**config.mk**
```make
export PLATFORM = sky130hd
export DESIGN_NAME = fetch_stage
export DESIGN_NICKNAME = d
export VERILOG_FILES = /design/src/rtl/fetch_stage_pkg.sv /design/src/rtl/fetch_stage_ifid_reg.sv /design/src/rtl/fetch_stage.sv
export SDC_FILE = /design/constraint.sdc
export NUM_CORES = 1
export LEC_CHECK = 0
export ABC_AREA = 1
export CAP_MARGIN = 20
export CORE_AREA = 2 2 127 129
export DETAILED_ROUTE_END_ITERATION = 7
export DIE_AREA = 0 0 129 131
export GPL_ROUTABILITY_DRIVEN = 0
export PLACE_DENSITY = 0.77
export SYNTH_ARGS = -nofsm -noshare
export SYNTH_HDL_FRONTEND = slang
export SYNTH_SLANG_ARGS = --single-unit
```
**constraint.sdc**
```tcl
create_clock -name clk -period 4.62 [get_ports clk]
set_input_delay 0.924 -clock clk [delete_from_list [all_inputs] [get_ports clk]]
set_output_delay 0.924 -clock clk [all_outputs]
set_load 0.1 [all_outputs]
```
**src/rtl/fetch_stage_pkg.sv**
```systemverilog
// Shared fetch-stage definitions: next-PC select encodings, NOP bubble, word alignment helper.
package fetch_stage_pkg;

  localparam int XLEN = 32;

  typedef enum logic [1:0] {
    PCSEL_SEQ    = 2'b00,
    PCSEL_BRANCH = 2'b01,
    PCSEL_JUMP   = 2'b10,
    PCSEL_TRAP   = 2'b11
  } pcsel_e;

  localparam logic [XLEN-1:0] NOP_INST_DEF     = 32'h0000_0013;
  localparam logic [XLEN-1:0] RESET_VECTOR_DEF = 32'h0000_0000;
  localparam logic [XLEN-1:0] TRAP_VECTOR_DEF  = 32'h0000_0100;

  function automatic logic [XLEN-1:0] align_word(input logic [XLEN-1:0] addr);
    return {addr[XLEN-1:2], 2'b00};
  endfunction

endpackage

```
**src/rtl/fetch_stage_ifid_reg.sv**
```systemverilog
// IF/ID pipeline register: reset beats flush, flush beats stall, stall beats load.
import fetch_stage_pkg::*;

module ifid_reg #(
  parameter logic [XLEN-1:0] NOP_INST = NOP_INST_DEF
) (
  input  logic            clk,
  input  logic            rst,
  input  logic            flush,
  input  logic            stall,
  input  logic [XLEN-1:0] pc,
  input  logic [XLEN-1:0] inst,
  output logic [XLEN-1:0] dpc,
  output logic [XLEN-1:0] dinst,
  output logic            dvalid
);

  // dvalid=1 means dpc/dinst name a real on-path instruction; a bubble carries NOP with dvalid=0.
  always_ff @(posedge clk) begin
    if (rst) begin
      dpc    <= '0;
      dinst  <= NOP_INST;
      dvalid <= 1'b0;
    end else if (flush) begin
      dpc    <= pc;
      dinst  <= NOP_INST;
      dvalid <= 1'b0;
    end else if (!stall) begin
      dpc    <= pc;
      dinst  <= inst;
      dvalid <= 1'b1;
    end
  end

endmodule

```
**src/rtl/fetch_stage.sv**
```systemverilog
// Instruction fetch stage: PC register, next-PC mux, imem request and IF/ID register.
// Optional event counters are built only when FETCH_PERF_EN is defined.
import fetch_stage_pkg::*;

module fetch_stage #(
  parameter logic [XLEN-1:0] RESET_VECTOR = RESET_VECTOR_DEF,
  parameter logic [XLEN-1:0] TRAP_VECTOR  = TRAP_VECTOR_DEF,
  parameter logic [XLEN-1:0] NOP_INST     = NOP_INST_DEF
) (
  input  logic            clk,
  input  logic            rst,
  input  logic [1:0]      pcSel,
  input  logic            pcStall,
  input  logic            ifidStall,
  input  logic [XLEN-1:0] bTarget,
  input  logic [XLEN-1:0] jTarget,
  output logic [XLEN-1:0] imemAddr,
  output logic            imemEn,
  input  logic [XLEN-1:0] imemRdata,
  output logic [XLEN-1:0] fpc,
  output logic [XLEN-1:0] dpc,
  output logic [XLEN-1:0] dinst,
  output logic            dvalid,
  output logic [XLEN-1:0] perfFetched,
  output logic [XLEN-1:0] perfStalls,
  output logic [XLEN-1:0] perfFlushes
);

  logic [XLEN-1:0] fpc_q;
  logic [XLEN-1:0] next_pc;
  logic            redirect;

  always_comb begin
    next_pc = align_word(fpc_q + 32'd4);
    case (pcSel)
      PCSEL_SEQ:    next_pc = align_word(fpc_q + 32'd4);
      PCSEL_BRANCH: next_pc = align_word(bTarget);
      PCSEL_JUMP:   next_pc = align_word(jTarget);
      PCSEL_TRAP:   next_pc = align_word(TRAP_VECTOR);
      default:      next_pc = align_word(fpc_q + 32'd4);
    endcase
  end

  // A stall freezes the PC, so a redirect presented during a stall is dropped here.
  assign redirect = (pcSel != PCSEL_SEQ) && !pcStall;

  // Holding the address and dropping the enable keeps the imem output on fpc's word.
  assign imemAddr = rst ? RESET_VECTOR : (pcStall ? fpc_q : next_pc);
  assign imemEn   = rst | ~pcStall;
  assign fpc      = fpc_q;

  always_ff @(posedge clk) begin
    if (rst) begin
      fpc_q <= RESET_VECTOR;
    end else if (!pcStall) begin
      fpc_q <= next_pc;
    end
  end

  ifid_reg #(
    .NOP_INST (NOP_INST)
  ) u_ifid (
    .clk    (clk),
    .rst    (rst),
    .flush  (redirect),
    .stall  (ifidStall),
    .pc     (fpc_q),
    .inst   (imemRdata),
    .dpc    (dpc),
    .dinst  (dinst),
    .dvalid (dvalid)
  );

  // Holding IF/ID while the PC advances drops a fetched word; only a redirect makes that safe.
  ifid_hold_only_on_redirect: assert property (
    @(posedge clk) disable iff (rst)
      !(ifidStall && !pcStall && (pcSel == PCSEL_SEQ))
  );

`ifdef FETCH_PERF_EN
  logic [XLEN-1:0] fetched_q;
  logic [XLEN-1:0] stalls_q;
  logic [XLEN-1:0] flushes_q;
  logic            fetch_evt;

  assign fetch_evt = !redirect && !ifidStall;

  always_ff @(posedge clk) begin
    if (rst) begin
      fetched_q <= '0;
      stalls_q  <= '0;
      flushes_q <= '0;
    end else begin
      if (fetch_evt) fetched_q <= fetched_q + 32'd1;
      if (pcStall)   stalls_q  <= stalls_q + 32'd1;
      if (redirect)  flushes_q <= flushes_q + 32'd1;
    end
  end

  assign perfFetched = fetched_q;
  assign perfStalls  = stalls_q;
  assign perfFlushes = flushes_q;
`else
  assign perfFetched = '0;
  assign perfStalls  = '0;
  assign perfFlushes = '0;
`endif

endmodule

```
==> impl_metrics.yaml, run 1 <==
outcome:
  run_status: "completed"
critical_path:
  cp-endpoint: "imemAddr[4]"
  r2r_slack_ps: 2840
  criticalPathCategory: "input port to output port"
  r2r-start: "fpc[3]$_DFF_P_"
  reg2reg_to: "fpc[24]$_DFF_P_"
  cp.arrival_ps: 3130
  setup.worst_path.start_class: "input port"
  cp-end-kind: "output port"
  cp_max_fo: 43
  cp-startpoint: "pcSel[0]"
  worstPathRequired_ps: 3700
  reg2regPathDepth: 10
clock_network:
  clk_latency_ps: 350
  cts_buffers: 9
  cts_tree: "built"
  clock_path_buffers: 2
  post_cts_buffers: 0
  cts_num_sinks: 97
  ctsRootBufferMaster: "clkbuf_16"
  hold_buffers: 0
  cts-resized-gates: 0
  htree_num_levels: 3
  cts.clk_slew.worst_paths_ps: 80
synthesis:
  synth.distinct_cells: 32
  synth.avg_cell_area_sq_um: 6.92
  syn_inst: 803
  synth-seq-area-share_pct: 34.9
  synth-seq-cells: 97
  syn-cell-area_sq_um: 5560
  yosys_warnings: 0
final_layout:
  drive_gt1_share_pct: 10.3
  n_antenna_cell: 0
  fin_area_sq_um: 8180
  final_nets: 1116
  area_growth_syn_to_layout_pct: 47.2
placed_design:
  io_buffers: 227
  hpwl_um: 14000
  placed_area_sq_um: 7890
  dp_slack_ps: 565
timing:
  hold_viol: 0
  rsz0062_at_grt: "no"
  min_period_ps: 4050
  setup_tns_ps: 0
  setup_viol: 0
  finalCritPeriodShare_pct: 87.7
  achievable-frequency_mhz: 247
  slew_headroom_pct: 30.8
  finClkSkew_ps: 9.35
  tightest_slew_ps: 1030
  finalWorstSetupSlack_ps: 569
  drv_slew: 0
die:
  initial_core_util_pct: 35.6
  core_area_sq_um: 15600
  io_pins: 328
  fp.dieW_um: 129
  dieArea_sq_um: 16900
  die_h_um: 131
  rows: 46
global_route:
  grt_util_met1_pct: 25.0
  antenna_found_initial: 0
  gr-total-overflow: 0
  grt.total_usage_pct: 20.6
  grt_pass1_vias: 4883
  grt_max_degree: 44
  grt_pass1_wl_um: 26600
  met2_usage_pct: 35.3
  grt.busiest_layer: "met2"
  met3_usage_pct: 6.96
power:
  power_leakage_nw: 3.20
  peakVddDrop_mv: 0.243
  power_mw: 2.89
  p_per_area_nw_per_um2: 353
drt:
  wirelength_um: 18000
  drtPass1Iterations: 5
  post_drt_wl_per_cell_um: 14.6
  vias_per_cell: 4.54
  detail-route-antenna-nets: 0
  dr_total_vias: 5603
  drc: 0
  initialDrtViolationCount: 326
flow_run:
  maxCapViolations: 0
worst_hold_path:
  holdCritPathClass: "flop to flop"
## Yosys cell counts (all sizes together)
master | n | area share, %
o22ai | 2 | 0.23
nand3b | 2 | 0.27
nand2 | 255 | 17
buf | 116 | 15
a31oi | 2 | 0.23
and2 | 2 | 0.23
o21ai | 44 | 4.0
conb | 1 | 0.067
nand3 | 54 | 4.9
o211ai | 2 | 0.27
a21oi | 57 | 5.3
a211oi | 25 | 5.2
inv | 43 | 2.9
nand4 | 1 | 0.11
ha | 1 | 0.23
or2 | 1 | 0.11
dfxtp | 97 | 35
clkbuf | 14 | 0.95
nor2 | 84 | 7.1
## worst max-delay path: stages
cell and delay (ps):
clkdlybuf4s50_1 610, inv_2 330, nor2_4 390, nand2_1 100
nand2_1 70, a31oi_1 40, o21ai_0 410, buf_12 240
## metal layers
layer  wire length (um)  vias up
li1                   -     2807
met1               7680     2525
met2               8630      252
met3               1490       19
met4                253        0
met5                  0        -
## report_power, final
group | switching [mW] | internal, mW | total [mW] | leakage (nW)
sequential | 0.0425 | 0.881 | 0.923 | 0.795
clock | 0.371 | 0.376 | 0.747 | 0.131
combinational | 0.962 | 0.256 | 1.22 | 2.28
total | 1.38 | 1.51 | 2.89 | 3.20
## metrics by stage
step           utilization (%)  instances  hold slack, ps
3_5_place_dp              50.6       1218             454
4_1_cts                   52.4       1234             466
2_1_floorplan                -        898             883
3_3_place_gp              50.6       1218             445
5_1_grt                   52.4       1234             484
6_report                  52.4       1234             465
## placed cells by master (no fill, tap or decap), drive strengths merged
| master | instances |
|---|---|
| nand2 | 255 |
| clkdlybuf4s50 | 193 |
| dfxtp | 97 |
| conb | 96 |
| nor2 | 84 |
| a21oi | 57 |
| nand3 | 54 |
| inv | 47 |
| o21ai | 44 |
| buf | 41 |
| a211oi | 25 |
| clkbuf | 9 |
| clkinvlp | 3 |
| and2 | 2 |
| nand3b | 2 |
| o211ai | 2 |
| a31oi | 2 |
| o22ai | 2 |
| nand4 | 1 |
| or2 | 1 |
| ha | 1 |
## worst min-delay path by stage
stage,cells after the start,slack (ps),startpoint,end
after floorplan,2,880,u_ifid.dinst[31]$_SDFFE_PP0N_,u_ifid.dinst[31]$_SDFFE_PP0N_
after global placement,2,450,fpc[1]$_DFF_P_,fpc[1]$_DFF_P_
after detailed placement,2,450,u_ifid.dinst[31]$_SDFFE_PP0N_,u_ifid.dinst[31]$_SDFFE_PP0N_
after CTS,2,470,u_ifid.dinst[15]$_SDFFE_PP0N_,u_ifid.dinst[15]$_SDFFE_PP0N_
after global routing,2,480,u_ifid.dinst[29]$_SDFFE_PP0N_,u_ifid.dinst[29]$_SDFFE_PP0N_
final,2,470,u_ifid.dinst[5]$_SDFFE_PP0N_,u_ifid.dinst[5]$_SDFFE_PP0N_
## sequential cells by signal, indices dropped and copies added (netlist names)
register and cells:
u_ifid.dinst 32, u_ifid.dpc 32, fpc 32, u_ifid.dvalid 1
## cell families after synthesis
| kind of cell | Yosys count | synth area share, % |
|---|---|---|
| flops | 97 | 34.9 |
| buf+inv | 173 | 19.3 |
| fa+ha+maj | 1 | 0.225 |
| other cells | 1 | 0.0675 |
| simple gates | 399 | 30.2 |
| compound gates | 132 | 15.3 |
## cell type report
class                   instances  area, sq um
clock buffers                   9          225
repair buffers                234         2610
multi-input cells             628         2910
flip-flops and latches         97         1940
inverters                      43          161
well taps                     216          270
clock inverters                 7         60.1
fillers                      1509         7420
Power figures use the tool's default switching activity.
==> run 2: changes to the inputs <==
- GPL_ROUTABILITY_DRIVEN: 0 -> unset
==> results of run 2 <==
Final layout, timing and power as in run 1 (identical DEF).
==> run 3: changes to the inputs <==
- CELL_PAD_IN_SITES_DETAIL_PLACEMENT: unset -> 0
- CELL_PAD_IN_SITES_GLOBAL_PLACEMENT: unset -> 1
- CORE_AREA: 2 2 127 129 -> unset
- CORE_ASPECT_RATIO: unset -> 1.4
- CORE_UTILIZATION: unset -> 27
- DIE_AREA: 0 0 129 131 -> unset
- PLACE_DENSITY: 0.77 -> unset
- PLACE_DENSITY_LB_ADDON: unset -> 0.1
- RECOVER_POWER: unset -> 25
==> run 3 against run 2 <==
Compared with the run above:
- sequential cell count stayed put
- first-iteration DRC count is 26% lower
- final area up 1.3%
- clock skew down 1.7 ps
==> impl_metrics.yaml, run 3 (synthesis results as in run 1) <==
clock_network:
  cts-resized-gates: 0
  cts.clk_slew.worst_paths_ps: 80
  clock_path_buffers: 2
  cts_tree: "built"
  htree_num_levels: 3
  post_cts_buffers: 0
  ctsRootBufferMaster: "clkbuf_16"
  cts_buffers: 9
  cts_num_sinks: 97
  hold_buffers: 0
  clk_latency_ps: 360
critical_path:
  setup.worst_path.start_class: "input port"
  reg2regPathDepth: 9
  cp-end-kind: "output port"
  r2r-start: "fpc[3]$_DFF_P_"
  criticalPathCategory: "input port to output port"
  worstPathRequired_ps: 3700
  cp.arrival_ps: 3290
  reg2reg_to: "fpc[18]$_DFF_P_"
  r2r_slack_ps: 2730
  cp_max_fo: 16
placed_design:
  io_buffers: 227
  place_congestion: 0.819
  hpwl_um: 15600
  dp_slack_ps: 602
die:
  core_area_sq_um: 20000
  rows: 61
  io_pins: 328
  die_h_um: 172
  dieArea_sq_um: 21200
  fp.dieW_um: 123
  initial_core_util_pct: 27.8
timing:
  hold_viol: 0
  setup_viol: 0
  drv_slew: 0
  rsz0062_at_grt: "no"
  setup_tns_ps: 0
  min_period_ps: 4210
  finalCritPeriodShare_pct: 91.2
  finClkSkew_ps: 7.66
  tightest_slew_ps: 1040
  achievable-frequency_mhz: 237
  finalWorstSetupSlack_ps: 406
  slew_headroom_pct: 30.7
worst_hold_path:
  holdCritPathClass: "flop to flop"
  hp-start: "u_ifid.dpc[9]$_SDFFE_PP0P_"
  hold_end: "u_ifid.dpc[9]$_SDFFE_PP0P_"
  hold_path_depth: 2
final_layout:
  n_antenna_cell: 0
  mostFrequentLayoutCells: "nand2_1 (251), clkdlybuf4s50_1 (191), dfxtp_1 (97)"
  final_nets: 1120
  drive_gt1_share_pct: 9.98
  postLayoutCoreUtil_pct: 41.4
  area_growth_syn_to_layout_pct: 49.1
  final_common_cell: "nand2_1"
global_route:
  gr-total-overflow: 0
  antenna_found_initial: 0
  grt_max_degree: 43
  grt_pass1_vias: 5140
  grt.total_usage_pct: 18.9
  grt_pass1_wl_um: 29300
drt:
  vias_per_cell: 4.29
  detail-route-antenna-nets: 0
  initialDrtViolationCount: 242
  dr_total_vias: 5466
  drtPass1Iterations: 4
  post_drt_wl_per_cell_um: 15.6
  wirelength_um: 19800
  drc: 0
power:
  power_leakage_nw: 3.24
  peakVddDrop_mv: 0.158
  power_mw: 2.91
  p_per_area_nw_per_um2: 352
flow_run:
  maxCapViolations: 0
outcome:
  run_status: "completed"
==> run 3: worst max path at each step <==
stage | start | end
finish | pcSel[1] | imemAddr[21]
global route | pcSel[1] | imemAddr[21]
CTS | pcSel[1] | imemAddr[17]
detailed placement | pcSel[1] | imemAddr[17]
global placement | pcSel[1] | imemAddr[21]
floorplan | rst | imemAddr[11]
==> run 3: where the power goes <==
part           internal [mW]  switching [mW]
registers              0.880          0.0441
clock network          0.382           0.378
logic                  0.260           0.968
==> run 3: cell type report <==
type,instances,area (sq um)
Sequential cell,97,1940
Multi-Input combinational cell,628,2890
Fill cell,2138,11700
Tap cell,252,315
Clock inverter,7,71.3
Clock buffer,9,225
Timing Repair Buffer,238,2680
Inverter,43,161
==> run 3: metal layers <==
metal  global-route usage, %  wire (um)  up-vias
met2                    35.5      10800      190
li1                        -          -     2822
met4                    7.39        471        0
met1                    19.5       7190     2431
met3                    4.91       1360       23
met5                       0          0        -
==> run 3: worst max-delay path, stage by stage <==
cell and delay [ps]:
dlygate4sd3_1 730, inv_1 410, clkbuf_1 440, a21oi_1 80
nor2_1 270, nand2_1 90, nand2_1 140, buf_12 190
==> run 3: per-stage QoR <==
stage | std cells | cell area (sq um) | hold WS [ps]
floorplan | 898 | 5910 | 883
global placement | 1257 | 7980 | 442
detailed placement | 1257 | 7980 | 453
CTS | 1273 | 8280 | 466
global route | 1274 | 8290 | 486
finish | 1274 | 8290 | 463
